[src/rtl/fact_regbank_mc.sv]
`default_nettype none
// ============================================================================
// Module   : fact_regbank_mc
// Purpose  : Multi-channel slave register bank fronting N_CH factorial cores
//            on the shared s_* bus. Each channel owns a register window with
//            start/clear command pulses, status, interrupt enable, operand and
//            a captured 2*DATA_W result. Read data is registered with a
//            one-cycle valid strobe. Per-channel interrupts are aggregated.
// Ports    : clk, reset_n (sync, active-low)
//            s_sel/s_wr/s_addr/s_din  -> bus request
//            s_dout/s_rvalid          <- registered read response
//            ch_start/ch_clear        <- one-cycle command pulses per channel
//            ch_operand               <- per-channel operand (DATA_W each)
//            ch_busy/ch_done/ch_result-> core status and 2*DATA_W results
//            irq_vec/irq              <- registered interrupt outputs
// Revision : 1.0 - initial release
// ============================================================================
module fact_regbank_mc #(
    parameter int          N_CH      = 2,
    parameter int          DATA_W    = 64,
    parameter logic [15:0] BASE_ADDR = 16'h7000,
    parameter logic [15:0] CH_STRIDE = 16'h0040
) (
    input  logic                       clk,
    input  logic                       reset_n,
    input  logic                       s_sel,
    input  logic                       s_wr,
    input  logic [15:0]                s_addr,
    input  logic [DATA_W-1:0]          s_din,
    output logic [DATA_W-1:0]          s_dout,
    output logic                       s_rvalid,
    output logic [N_CH-1:0]            ch_start,
    output logic [N_CH-1:0]            ch_clear,
    output logic [N_CH*DATA_W-1:0]     ch_operand,
    input  logic [N_CH-1:0]            ch_busy,
    input  logic [N_CH-1:0]            ch_done,
    input  logic [N_CH*2*DATA_W-1:0]   ch_result,
    output logic [N_CH-1:0]            irq_vec,
    output logic                       irq
);

    localparam int          c_STRIDE_SH = $clog2(CH_STRIDE);
    localparam logic [15:0] c_IRQ_ADDR  = BASE_ADDR + 16'(N_CH) * CH_STRIDE;

    localparam logic [2:0] c_OFF_OPSTART  = 3'd0;
    localparam logic [2:0] c_OFF_OPCLEAR  = 3'd1;
    localparam logic [2:0] c_OFF_STATUS   = 3'd2;
    localparam logic [2:0] c_OFF_INTREN   = 3'd3;
    localparam logic [2:0] c_OFF_OPERAND  = 3'd4;
    localparam logic [2:0] c_OFF_RESULT_H = 3'd5;
    localparam logic [2:0] c_OFF_RESULT_L = 3'd6;

    // ------------------------------------------------------------------------
    // Address decode. Addresses below BASE_ADDR wrap to a huge channel index
    // and therefore miss naturally.
    // ------------------------------------------------------------------------
    logic [15:0] w_ch;
    logic [2:0]  w_off;
    logic        w_hit;
    logic        w_irq_hit;
    logic        w_rd;
    logic        w_wr;

    assign w_ch      = (s_addr - BASE_ADDR) >> c_STRIDE_SH;
    assign w_off     = s_addr[5:3];
    assign w_hit     = (w_ch < 16'(N_CH)) && (w_off <= c_OFF_RESULT_L);
    assign w_irq_hit = (s_addr[15:3] == c_IRQ_ADDR[15:3]);
    assign w_rd      = s_sel & ~s_wr;
    assign w_wr      = s_sel &  s_wr;

    logic [DATA_W-1:0] w_ch_rdata [N_CH];
    logic [N_CH-1:0]   w_irq_next;

    genvar gi;
    generate
        for (gi = 0; gi < N_CH; gi++) begin : g_ch
            logic [DATA_W-1:0] r_operand;
            logic [DATA_W-1:0] r_res_h;
            logic [DATA_W-1:0] r_res_l;
            logic              r_intren;
            logic              r_done_latch;
            logic              r_err;
            logic              r_done_q;
            logic              r_start;
            logic              r_clear;
            logic              r_irq_vec;

            logic              w_sel;
            logic              w_wr_start;
            logic              w_wr_clear;
            logic              w_wr_intren;
            logic              w_wr_operand;
            logic              w_rise;
            logic [DATA_W-1:0] w_rd_mux;

            assign w_sel        = w_hit && (w_ch == 16'(gi));
            assign w_wr_start   = w_wr & w_sel & (w_off == c_OFF_OPSTART);
            assign w_wr_clear   = w_wr & w_sel & (w_off == c_OFF_OPCLEAR) & s_din[0];
            assign w_wr_intren  = w_wr & w_sel & (w_off == c_OFF_INTREN);
            assign w_wr_operand = w_wr & w_sel & (w_off == c_OFF_OPERAND);
            assign w_rise       = ch_done[gi] & ~r_done_q;
            assign w_irq_next[gi] = r_done_latch & r_intren;

            always_ff @(posedge clk) begin
                if (!reset_n) begin
                    r_operand    <= '0;
                    r_res_h      <= '0;
                    r_res_l      <= DATA_W'(1);
                    r_intren     <= 1'b0;
                    r_done_latch <= 1'b0;
                    r_err        <= 1'b0;
                    r_start      <= 1'b0;
                    r_clear      <= 1'b0;
                    r_irq_vec    <= 1'b0;
                    // Track done through reset so a level already high when
                    // reset releases is not mistaken for a fresh completion.
                    r_done_q     <= ch_done[gi];
                end else begin
                    r_done_q  <= ch_done[gi];
                    r_start   <= w_wr_start & s_din[0] & ~ch_busy[gi];
                    r_clear   <= w_wr_clear;
                    r_irq_vec <= w_irq_next[gi];

                    // Writes that would disturb a running core are dropped
                    // and flagged instead.
                    if (w_wr_start && ch_busy[gi]) begin
                        r_err <= 1'b1;
                    end
                    if (w_wr_operand) begin
                        if (ch_busy[gi]) begin
                            r_err <= 1'b1;
                        end else begin
                            r_operand <= s_din;
                        end
                    end
                    if (w_wr_intren) begin
                        r_intren <= s_din[0];
                    end
                    if (w_wr_clear) begin
                        r_done_latch <= 1'b0;
                        r_err        <= 1'b0;
                    end
                    // Placed after the clear so a same-cycle completion wins.
                    if (w_rise) begin
                        r_done_latch <= 1'b1;
                        r_res_h      <= ch_result[gi*2*DATA_W+DATA_W +: DATA_W];
                        r_res_l      <= ch_result[gi*2*DATA_W +: DATA_W];
                    end
                end
            end

            always_comb begin
                w_rd_mux = '0;
                case (w_off)
                    c_OFF_STATUS:   w_rd_mux = {{(DATA_W-3){1'b0}}, r_err, r_done_latch, ch_busy[gi]};
                    c_OFF_INTREN:   w_rd_mux = {{(DATA_W-1){1'b0}}, r_intren};
                    c_OFF_OPERAND:  w_rd_mux = r_operand;
                    c_OFF_RESULT_H: w_rd_mux = r_res_h;
                    c_OFF_RESULT_L: w_rd_mux = r_res_l;
                    default:        w_rd_mux = '0;
                endcase
            end

            assign w_ch_rdata[gi]                   = w_rd_mux;
            assign ch_start[gi]                     = r_start;
            assign ch_clear[gi]                     = r_clear;
            assign ch_operand[gi*DATA_W +: DATA_W]  = r_operand;
            assign irq_vec[gi]                      = r_irq_vec;
        end
    endgenerate

    // ------------------------------------------------------------------------
    // Read response and aggregated interrupt
    // ------------------------------------------------------------------------
    logic [DATA_W-1:0] w_rdata;
    logic [DATA_W-1:0] r_dout;
    logic              r_rvalid;
    logic              r_irq;

    always_comb begin
        w_rdata = '0;
        if (w_irq_hit) begin
            w_rdata = {{(DATA_W-N_CH){1'b0}}, irq_vec};
        end else begin
            for (int k = 0; k < N_CH; k++) begin
                if (w_hit && (w_ch == 16'(k))) begin
                    w_rdata = w_ch_rdata[k];
                end
            end
        end
    end

    always_ff @(posedge clk) begin
        if (!reset_n) begin
            r_dout   <= '0;
            r_rvalid <= 1'b0;
            r_irq    <= 1'b0;
        end else begin
            r_rvalid <= w_rd;
            if (w_rd) begin
                r_dout <= w_rdata;
            end
            // Built from the same terms as irq_vec so both move together.
            r_irq <= |w_irq_next;
        end
    end

    assign s_dout   = r_dout;
    assign s_rvalid = r_rvalid;
    assign irq      = r_irq;

endmodule
`default_nettype wire
[config.mk]
export PLATFORM = sky130hd
export DESIGN_NAME = fact_regbank_mc
export DESIGN_NICKNAME = d
export VERILOG_FILES = /design/src/rtl/fact_regbank_mc.sv
export SDC_FILE = /design/constraint.sdc
export NUM_CORES = 1
export LEC_CHECK = 0
export CORE_MARGIN = 10
export CORE_UTILIZATION = 35
export DETAILED_ROUTE_END_ITERATION = 7
export PLACE_DENSITY_LB_ADDON = 0.3
export SLEW_MARGIN = 0
export SYNTH_ARGS = -nofsm -noshare
export SYNTH_HDL_FRONTEND = slang
export SYNTH_SLANG_ARGS = --single-unit
[constraint.sdc]
create_clock -name clk -period 2.6 [get_ports clk]
set_input_delay 0.52 -clock clk [delete_from_list [all_inputs] [get_ports clk]]
set_output_delay 0.52 -clock clk [all_outputs]
set_load 0.005 [all_outputs]
==> results of run 1 <==
-- final timing paths --
check / endpoint / cells past startpoint / slack [ns]
setup / recovery: ch_operand[32] / 1 / 0.52
hold / removal: g_ch[0].r_res_l[0] / 2 / 0.36
setup reg to reg: g_ch[1].r_res_h[63] / 4 / 1.13
hold reg to reg: s_dout[46] / 2 / 0.45
-- kinds of logic after synthesis --
group	share of synthesized area (%)
and+or+nand+nor	19.4
muxes	5.41
DFF	46.8
AOI/OAI and AO/OA	23.4
buffers and inverters	5.01
-- flip-flops by register name, indices dropped and copies added (netlist names), 64 cells and up --
register,count
g_ch.r_res_l,128
g_ch.r_res_h,128
g_ch.r_operand,128
s_dout,64
-- metal layers --
metal	up-vias	share of wire, %
met5	-	0.11
met4	12	3.0
met3	148	8.5
met2	699	49
met1	9092	39
li1	9225	-
-- cells in the final DEF (no fill, tap or decap), drive strengths merged, types with 4 or more instances in the layout --
cell	instances
nand3	134
o211ai	6
a22o	28
nor2	12
o21ai	194
buf	62
mux2	34
clkinv	12
clkdlybuf4s50	535
nor2b	8
nand2b	4
a21boi	257
o31ai	64
a311oi	6
dfxtp	464
clkbuf	77
mux2i	69
a21oi	61
a221oi	58
diode	8
nand2	776
a31oi	4
-- metrics by stage --
step                cell area, um^2  instances  setup TNS (ns)
finish                        27800       3662               0
global placement              26100       3561          -0.447
global route                  27800       3656               0
CTS                           27800       3654               0
floorplan                     19900       2442               0
detailed placement            26100       3561         -0.0180
-- power breakdown --
| part | internal, mW | total (mW) | leakage (nW) | switching (mW) |
|---|---|---|---|---|
| clock | 4.42 | 7.41 | 0.856 | 2.99 |
| combinational | 0.802 | 1.61 | 5.35 | 0.812 |
| sequential | 7.30 | 7.40 | 3.77 | 0.0990 |
-- cell type report --
| class | instances | share of cell area (%) |
|---|---|---|
| Clock buffer | 77 | 5.60 |
| Tap cell | 756 | 3.40 |
| Sequential cell | 464 | 33.4 |
| Antenna cell | 8 | 0.0720 |
| Clock inverter | 16 | 0.608 |
| Inverter | 1 | 0.0135 |
| Multi-Input combinational cell | 1743 | 34.8 |
| Timing Repair Buffer | 597 | 22.1 |
==> out/results.ini, run 1 <==
[grt]
antenna_found_initial=13
grt_pass1_vias=19500
met3_usage_pct=6.76
grt_use_met1_pct=25.4
grt_start_max_net_pins=123
track_usage_pct=22.0
grt_pass1_wl_mm=117
busiest_layer=met2
use_met2_pct=38.4
grt-ovfl-total=0

[placement]
dp_hpwl_mm=54.7
pre_cts_ws_ns=-0.00708
place_congestion=0.841
numPortBuffers=540

[clock_tree]
clkSinkCount=464
clock_path_buffers=3
htreeDepth=2
tritoncts=built
post_cts_buffers=0
cts_resized=0
numCtsBuffers=51
clk_pin_slew_ns=0.06
insertion_delay_ns=0.58
clockRootBuffer=clkbuf_16
ctsHoldBuffers=0

[logic_synthesis]
synth-main-ff-cell=dfxtp_1
async_reset_ff_share_pct=0
yosysMostFrequentCell=nand2_1
yosys.area.top_type=dfxtp_1
ys_seq_area_share_pct=46.8
postSynthNetCount=2786
synth_cell_type_count=43
netlist.area_leader.share_pct=46.8
yosys_warnings=0
synth_edf_count=0
postSynthCellCount=2442
synthTopCellsByArea=dfxtp_1, nand2_1, a21boi_0, o21ai_0, mux2i_1
yosys-top-cells-count=nand2_1, dfxtp_1, a21boi_0, clkbuf_1, o21ai_0
synth_area_mm2=0.0199
syn-mean-instance-area_um2=8.13
ys_seq_elements=464

[worst_setup_path]
critical_path_class=reg2out
crit_required_ns=2.08
critPathBufInv=1
start_kind=flip-flop
worstSetupStartpoint=g_ch[0].r_operand[32]
end_kind=output port
cp_slowest_cell=clkdlybuf4s50_1
regToRegStartpoint=g_ch[1].r_done_q
max_stage_delay_ns=0.63
crit_fanout=3
crit_family=buffers and inverters
crit_arrival_ns=1.56
crit_chain=clkdlybuf4s50_1

[timing]
fin_skew_ns=0.0181
fin_ws_ns=0.519
max_freq_mhz=481
rsz0062_at_grt=no
hold_slack_ns=0.363
slew_viol_final=0
finalHoldViolCount=0
min_period_over_period_pct=80.0
period_needed_ns=2.08
worst_slew_pin_slew_ns=0.653
setup_violations=0
relSlewSlack_pct=56.5

[final_layout]
layout-drive-gt1-share_pct=7.07
fin_nets=3202
post-route-util_pct=49.4
multi_input_comb_area_mm2=0.00967
seqCellArea_mm2=0.00929
area_delta_synth_final_pct=40.0
nFillCells=5308

[die]
coreArea_mm2=0.0563
die_x_um=258
start_util_pct=35.3
row_count=87
die_y_um=258
io_pins=544
die_area_mm2=0.0667

[routing]
drcViolationCount=0
first_pass_iters=6
num_vias=19200
vias_per_cell=5.24
final_antenna_net_count=0
drt_first_iter_violations=1301
routed_wl_mm=76.0
wire_per_inst_um=20.8

[power_and_ir_drop]
p_leak_nw=9.98
irDropWorstVdd_mv=0.409
power.total_mw=16.4
power.density_mw_per_mm2=591

[min_path]
worstHoldStart=reset_n
hold_path_class=in2reg

[run]
cap_violations=0

[run_status]
outcome=completed

Note: power is estimated with default switching activity, not from simulation.
==> inputs of run 2 (changes only) <==
clock period = 1.7 ns   (was 2.6 ns; I/O delays follow)
==> run 2 against run 1 <==
Net effect: design area rose by 3.8%; via count rose by 3.9%; die area did not move; worst hold slack got worse by 0.32 ns; final cell count rose by 2.2%; utilization rose by 1.9 points; combinational power rose by 68%; setup slack got worse by 0.48 ns; first-iteration DRC count rose by 19%; global-route usage rose by 1.5 points; critical path depth rose by 7; flip-flop and latch count did not move; critical path type is now in2reg; critical endpoint is now g_ch[0].r_operand[31]; largest power group is now registers; highest routed layer unchanged.
==> out/results.ini, run 2 (same netlist as run 1, synthesis figures left out) <==
[clock_tree]
clock_path_buffers=3  ; unchanged
clk_pin_slew_ns=0.06  ; about the same
numCtsBuffers=50  ; was 51
htreeDepth=2  ; unchanged
insertion_delay_ns=0.60  ; was 0.58 ns
clockRootBuffer=clkbuf_16  ; unchanged
tritoncts=built  ; unchanged
clkSinkCount=464  ; unchanged
ctsHoldBuffers=0  ; unchanged

[worst_setup_path]
crit_arrival_ns=2.12  ; was 1.56 ns
reg2reg_slack_ns=0.31  ; was 1.13 ns
end_kind=flip-flop  ; was output port
crit_fanout=66  ; was 3
crit_required_ns=2.16  ; was 2.08 ns
critical_path_class=in2reg  ; was reg2out
start_kind=input port  ; was flip-flop

[placement]
pre_cts_ws_ns=-0.865  ; was -0.00708 ns
numPortBuffers=540  ; unchanged
dp_hpwl_mm=58.7  ; was 54.7 mm
place_congestion=0.869  ; was 0.841

[min_path]
hold_path_class=in2reg  ; unchanged

[final_layout]
reg_top3=g_ch.r_operand: 128 flops, g_ch.r_res_h: 128 flops, g_ch.r_res_l: 128 flops  ; unchanged
nFillCells=5323  ; was 5308
fin_nets=3294  ; was 3202
final_common_cell=nand2_1  ; unchanged
area_delta_synth_final_pct=45.3  ; was 40.0%
layout-drive-gt1-share_pct=12.7  ; was 7.07%
final_cell_mix=nand2_1, dfxtp_1, clkdlybuf4s50_1  ; was nand2_1, clkdlybuf4s50_1, dfxtp_1
post-route-util_pct=51.3  ; was 49.4%

[grt]
grt-ovfl-total=0  ; unchanged
grt_pass1_wl_mm=123  ; was 117 mm
grt_start_max_net_pins=117  ; was 123
antenna_found_initial=7  ; was 13
grt_pass1_vias=20200  ; was 19500
track_usage_pct=23.5  ; was 22.0%

[die]
row_count=87  ; unchanged
start_util_pct=35.3  ; unchanged
coreArea_mm2=0.0563  ; unchanged
die_y_um=258  ; unchanged
die_area_mm2=0.0667  ; unchanged
io_pins=544  ; unchanged
die_x_um=258  ; unchanged

[timing]
period_needed_ns=1.66
relSlewSlack_pct=53.8  ; was 56.5%
finalHoldViolCount=0  ; unchanged
max_freq_mhz=601
fin_ws_ns=0.0369  ; was 0.519 ns
hold_slack_ns=0.0436  ; was 0.363 ns
min_period_over_period_pct=97.8
setup_violations=0  ; unchanged
slew_viol_final=0  ; unchanged
fin_skew_ns=0.0175  ; was 0.0181 ns
worst_slew_pin_slew_ns=0.693  ; was 0.653 ns

[routing]
first_pass_iters=5  ; was 6
drcViolationCount=0  ; unchanged
vias_per_cell=5.32  ; was 5.24
wire_per_inst_um=22.0  ; was 20.8 um
routed_wl_mm=82.3  ; was 76.0 mm
drt_first_iter_violations=1548  ; was 1301
num_vias=19900  ; was 19200
final_antenna_net_count=0  ; unchanged

[run]
cap_violations=0  ; unchanged

[power_and_ir_drop]
power.density_mw_per_mm2=867  ; was 591 mW/mm^2
irDropWorstVdd_mv=0.682  ; was 0.409 mV
p_leak_nw=11.5  ; was 9.98 nW

[run_status]
outcome=completed  ; unchanged

## run 2: routing by layer
layer  wire (um)  up-vias  track usage [%]
met4        3150        8             9.66
met5          47        -                0
met1       34200     9554             28.6
met2       38700      795             39.1
li1            -     9401                -
met3        6260      168             5.87
## run 2: worst paths after layout
| check | from | end | cells after the start |
|---|---|---|---|
| min | reset_n | g_ch[0].r_res_l[0] | 2 |
| min reg2reg | s_dout[62] | s_dout[62] | 2 |
| max reg2reg | g_ch[1].r_done_latch | s_dout[1] | 5 |
| max | s_addr[9] | g_ch[0].r_operand[31] | 8 |
## run 2: cell type report
type	instances	area [um^2]	area share, %
tap	756	946	3.28
clock inverter	14	193	0.668
clock buffer	73	1440	4.98
multi-input combinational	1743	9860	34.2
sequential	464	9370	32.5
inverter	1	3.75	0.0130
timing repair buffer	690	7040	24.4
antenna	3	7.51	0.0260
## run 2: per-stage QoR
step           TNS [ns]  total power, mW  instance area (um^2)  std cells
2_1_floorplan     -8.84             12.6                 20100       2442
3_3_place_gp    -145.89             14.2                 27000       3630
3_5_place_dp    -154.86             14.3                 27000       3630
4_1_cts               0             25.2                 28800       3738
5_1_grt         -0.0153             25.8                 28800       3743
6_report              0             25.0                 28900       3744
## run 2: what timing repair did
action / in CTS / in global routing
hold endpoints to repair: 0 / 0
resized for setup: 295 / 17
setup endpoints to repair: 367 / 118
gates cloned: 7 / 2
pin swaps: 6 / 3
buffers inserted: 14 / 3
## run 2: report_power, final
part           internal (mW)  leakage, nW  switching, mW
Sequential              11.2         3.80          0.153
Combinational           1.36         6.94           1.35
Clock                   6.45        0.803           4.55
Total                   19.0         11.5           6.05
## run 2: critical path: stages
cell	delay (ns)
clkbuf_2	0.10
nor4_4	0.36
buf_4	0.18
nand2_2	0.06
or4_4	0.55
buf_12	0.21
nand3_1	0.15
o21ai_0	0.10
==> inputs of run 3 (changes only) <==
clock period = 1.6 ns   (was 1.7 ns; I/O delays follow)
==> run 3 against run 2 <==
Net effect: flip-flop and latch count did not move; final cell count rose by 0.11%; total power is 9.2% higher; design area up 1.0%; combinational power grew 8.1%; clock skew down 0.0028 ns; setup slack worse by 0.015 ns; routed wire length rose by 1.1%; sequential share of layout area down 0.31 points; clock-buffer cell count is 4 higher; largest power group is now the clock network; sequential power is 6% higher.
==> out/results.ini, run 3 (same netlist as run 1, synthesis figures left out) <==
[run_status]
outcome=completed  ; unchanged

[worst_setup_path]
start_kind=input port  ; unchanged
crit_top_cell=buf_12
cp_slowest_cell=or4_4  ; unchanged
crit_chain=buf_8 > nor4_4 > buf_4 > nand2_4 > or4_4 > buf_12 > buf_12 > buf_16 > nand3_2 > o21ai_1  ; was clkbuf_2 > nor4_4 > buf_4 > nand2_2 > or4_4 > buf_12 > nand3_1 > o21ai_0
critical_path_class=in2reg  ; unchanged
crit_arrival_ns=2.05  ; was 2.12 ns
reg2reg_depth=4  ; was 5
regToRegStartpoint=g_ch[1].r_done_q  ; was g_ch[1].r_done_latch
worstSetupStartpoint=s_addr[15]  ; was s_addr[9]
max_stage_delay_ns=0.51  ; was 0.55 ns
worstReg2RegEnd=g_ch[1].r_res_l[20]  ; was s_dout[1]
end_kind=flip-flop  ; unchanged
reg2reg_slack_ns=0.26  ; was 0.31 ns
endpoint=g_ch[0].r_operand[38]  ; was g_ch[0].r_operand[31]
crit_fanout=7  ; was 66
crit_required_ns=2.07  ; was 2.16 ns

[final_layout]
final_cell_mix=nand2_1, dfxtp_1, clkdlybuf4s50_1  ; unchanged
nFillCells=5248  ; was 5323
layout-drive-gt1-share_pct=14.6  ; was 12.7%
area_delta_synth_final_pct=46.7  ; was 45.3%
multi_input_comb_area_mm2=0.00999  ; was 0.00986 mm^2
post-route-util_pct=51.8  ; was 51.3%
instances_no_fill=3748  ; was 3744
fin_nets=3291  ; was 3294
seqCellArea_mm2=0.00937  ; about the same
reg_top3=g_ch.r_operand: 128 flops, g_ch.r_res_h: 128 flops, g_ch.r_res_l: 128 flops  ; unchanged
final_common_cell=nand2_1  ; unchanged

[die]
die_x_um=258  ; unchanged
die_area_mm2=0.0667  ; unchanged
coreArea_mm2=0.0563  ; unchanged
io_pins=544  ; unchanged
die_y_um=258  ; unchanged
start_util_pct=35.3  ; unchanged
row_count=87  ; unchanged

[clock_tree]
numCtsBuffers=52  ; was 50
htreeDepth=2  ; unchanged
clk_pin_slew_ns=0.06  ; about the same
clockRootBuffer=clkbuf_16  ; unchanged
clkSinkCount=464  ; unchanged
clock_path_buffers=3  ; unchanged
tritoncts=built  ; unchanged
insertion_delay_ns=0.60  ; about the same

[routing]
wire_per_inst_um=22.2  ; was 22.0 um
num_vias=19900  ; about the same
drt_first_iter_violations=1555  ; was 1548
drcViolationCount=0  ; unchanged
vias_per_cell=5.32  ; about the same
routed_wl_mm=83.2  ; was 82.3 mm
final_antenna_net_count=0  ; unchanged
first_pass_iters=5  ; unchanged

[run]
cap_violations=0  ; unchanged

[timing]
slew_viol_final=0  ; unchanged
rsz0062_at_grt=yes
period_needed_ns=1.58
setup_tns_ns=0  ; unchanged
relSlewSlack_pct=44.6  ; was 53.8%
finalHoldViolCount=0  ; unchanged
max_freq_mhz=634
min_period_over_period_pct=98.6
fin_ws_ns=0.0223  ; was 0.0369 ns
setup_violations=0  ; unchanged
hold_slack_ns=0.102  ; was 0.0436 ns
fin_skew_ns=0.0148  ; was 0.0175 ns
worst_slew_pin_slew_ns=0.831  ; was 0.693 ns

[grt]
grt-ovfl-total=0  ; unchanged
grt_pass1_wl_mm=125  ; was 123 mm
grt_pass1_vias=20300  ; was 20200
grt_start_max_net_pins=68  ; was 117
track_usage_pct=23.9  ; was 23.5%
antenna_found_initial=10  ; was 7

[min_path]
hold_path_class=in2reg  ; unchanged
worstHoldStart=ch_busy[0]  ; was reset_n

[placement]
placed_cells=3632  ; was 3630
pre_cts_ws_ns=-1.00  ; was -0.865 ns
place_congestion=0.851  ; was 0.869
numPortBuffers=540  ; unchanged
dp_hpwl_mm=58.6  ; was 58.7 mm

[power_and_ir_drop]
p_leak_nw=11.5  ; about the same
irDropWorstVdd_mv=0.695  ; was 0.682 mV
power.density_mw_per_mm2=938  ; was 867 mW/mm^2

-- run 3: cell types whose count changed in the layout (fill, tap and decap cells not counted), moves of 19 or more --
| cell | change |
|---|---|
| clkdlybuf4s15_1 | +22 |
| dlygate4sd2_1 | -46 |
| nand3_1 | -19 |
| nand3_2 | +19 |
| o21ai_0 | -29 |
| o21ai_1 | +26 |
-- run 3: where the power goes --
part	leakage [nW]	internal (mW)	switching (mW)	total, mW
registers	3.80	11.9	0.153	12.0
clock network	0.865	7.39	5.00	12.4
logic	6.84	1.46	1.47	2.93
total	11.5	20.7	6.62	27.3
-- run 3: how the worst min path moves through the flow --
stage	to	slack, ns	cells after the start
global route	g_ch[0].r_start	0.13	3
detailed placement	s_dout[16]	0.44	2
CTS	g_ch[1].r_res_l[26]	0.24	3
global placement	s_dout[16]	0.43	2
floorplan	g_ch[0].r_done_q	0.35	0
finish	g_ch[0].r_start	0.10	3
-- run 3: through the flow --
stage               cell area [um^2]  power (mW)
floorplan                      20200        13.4
global placement               27100        15.1
detailed placement             27100        15.2
CTS                            29200        27.5
global route                   29100        28.2
finish                         29100        27.3
-- run 3: routing by layer --
metal	global-route usage (%)	part of all wire (%)
met5	0	0.082
met2	39.6	47
met1	29.0	41
met3	6.40	7.9
met4	9.52	3.7
-- run 3: cell type report --
cell class | count | share of cell area [%]
inverter | 1 | 0.0129
clock buffer | 77 | 5.23
multi-input combinational | 1743 | 34.3
timing repair buffer | 685 | 24.2
clock inverter | 16 | 0.799
antenna | 6 | 0.0515
sequential | 464 | 32.2
tap | 756 | 3.25
-- run 3: critical path, delay by kind of cell --
kind / cells / cell delay (ns)
simple gates: 4 / 0.92
buf+inv: 5 / 0.74
compound gates: 1 / 0.06
-- run 3: repair_timing --
action                                  CTS  global route
gates cloned                              9             0
setup buffers                             8             0
hold buffers                              1             0
endpoints found under the setup margin  400            94
hold endpoints to repair                  2             0
pin swaps                                 3             2
resized for setup                       362            58
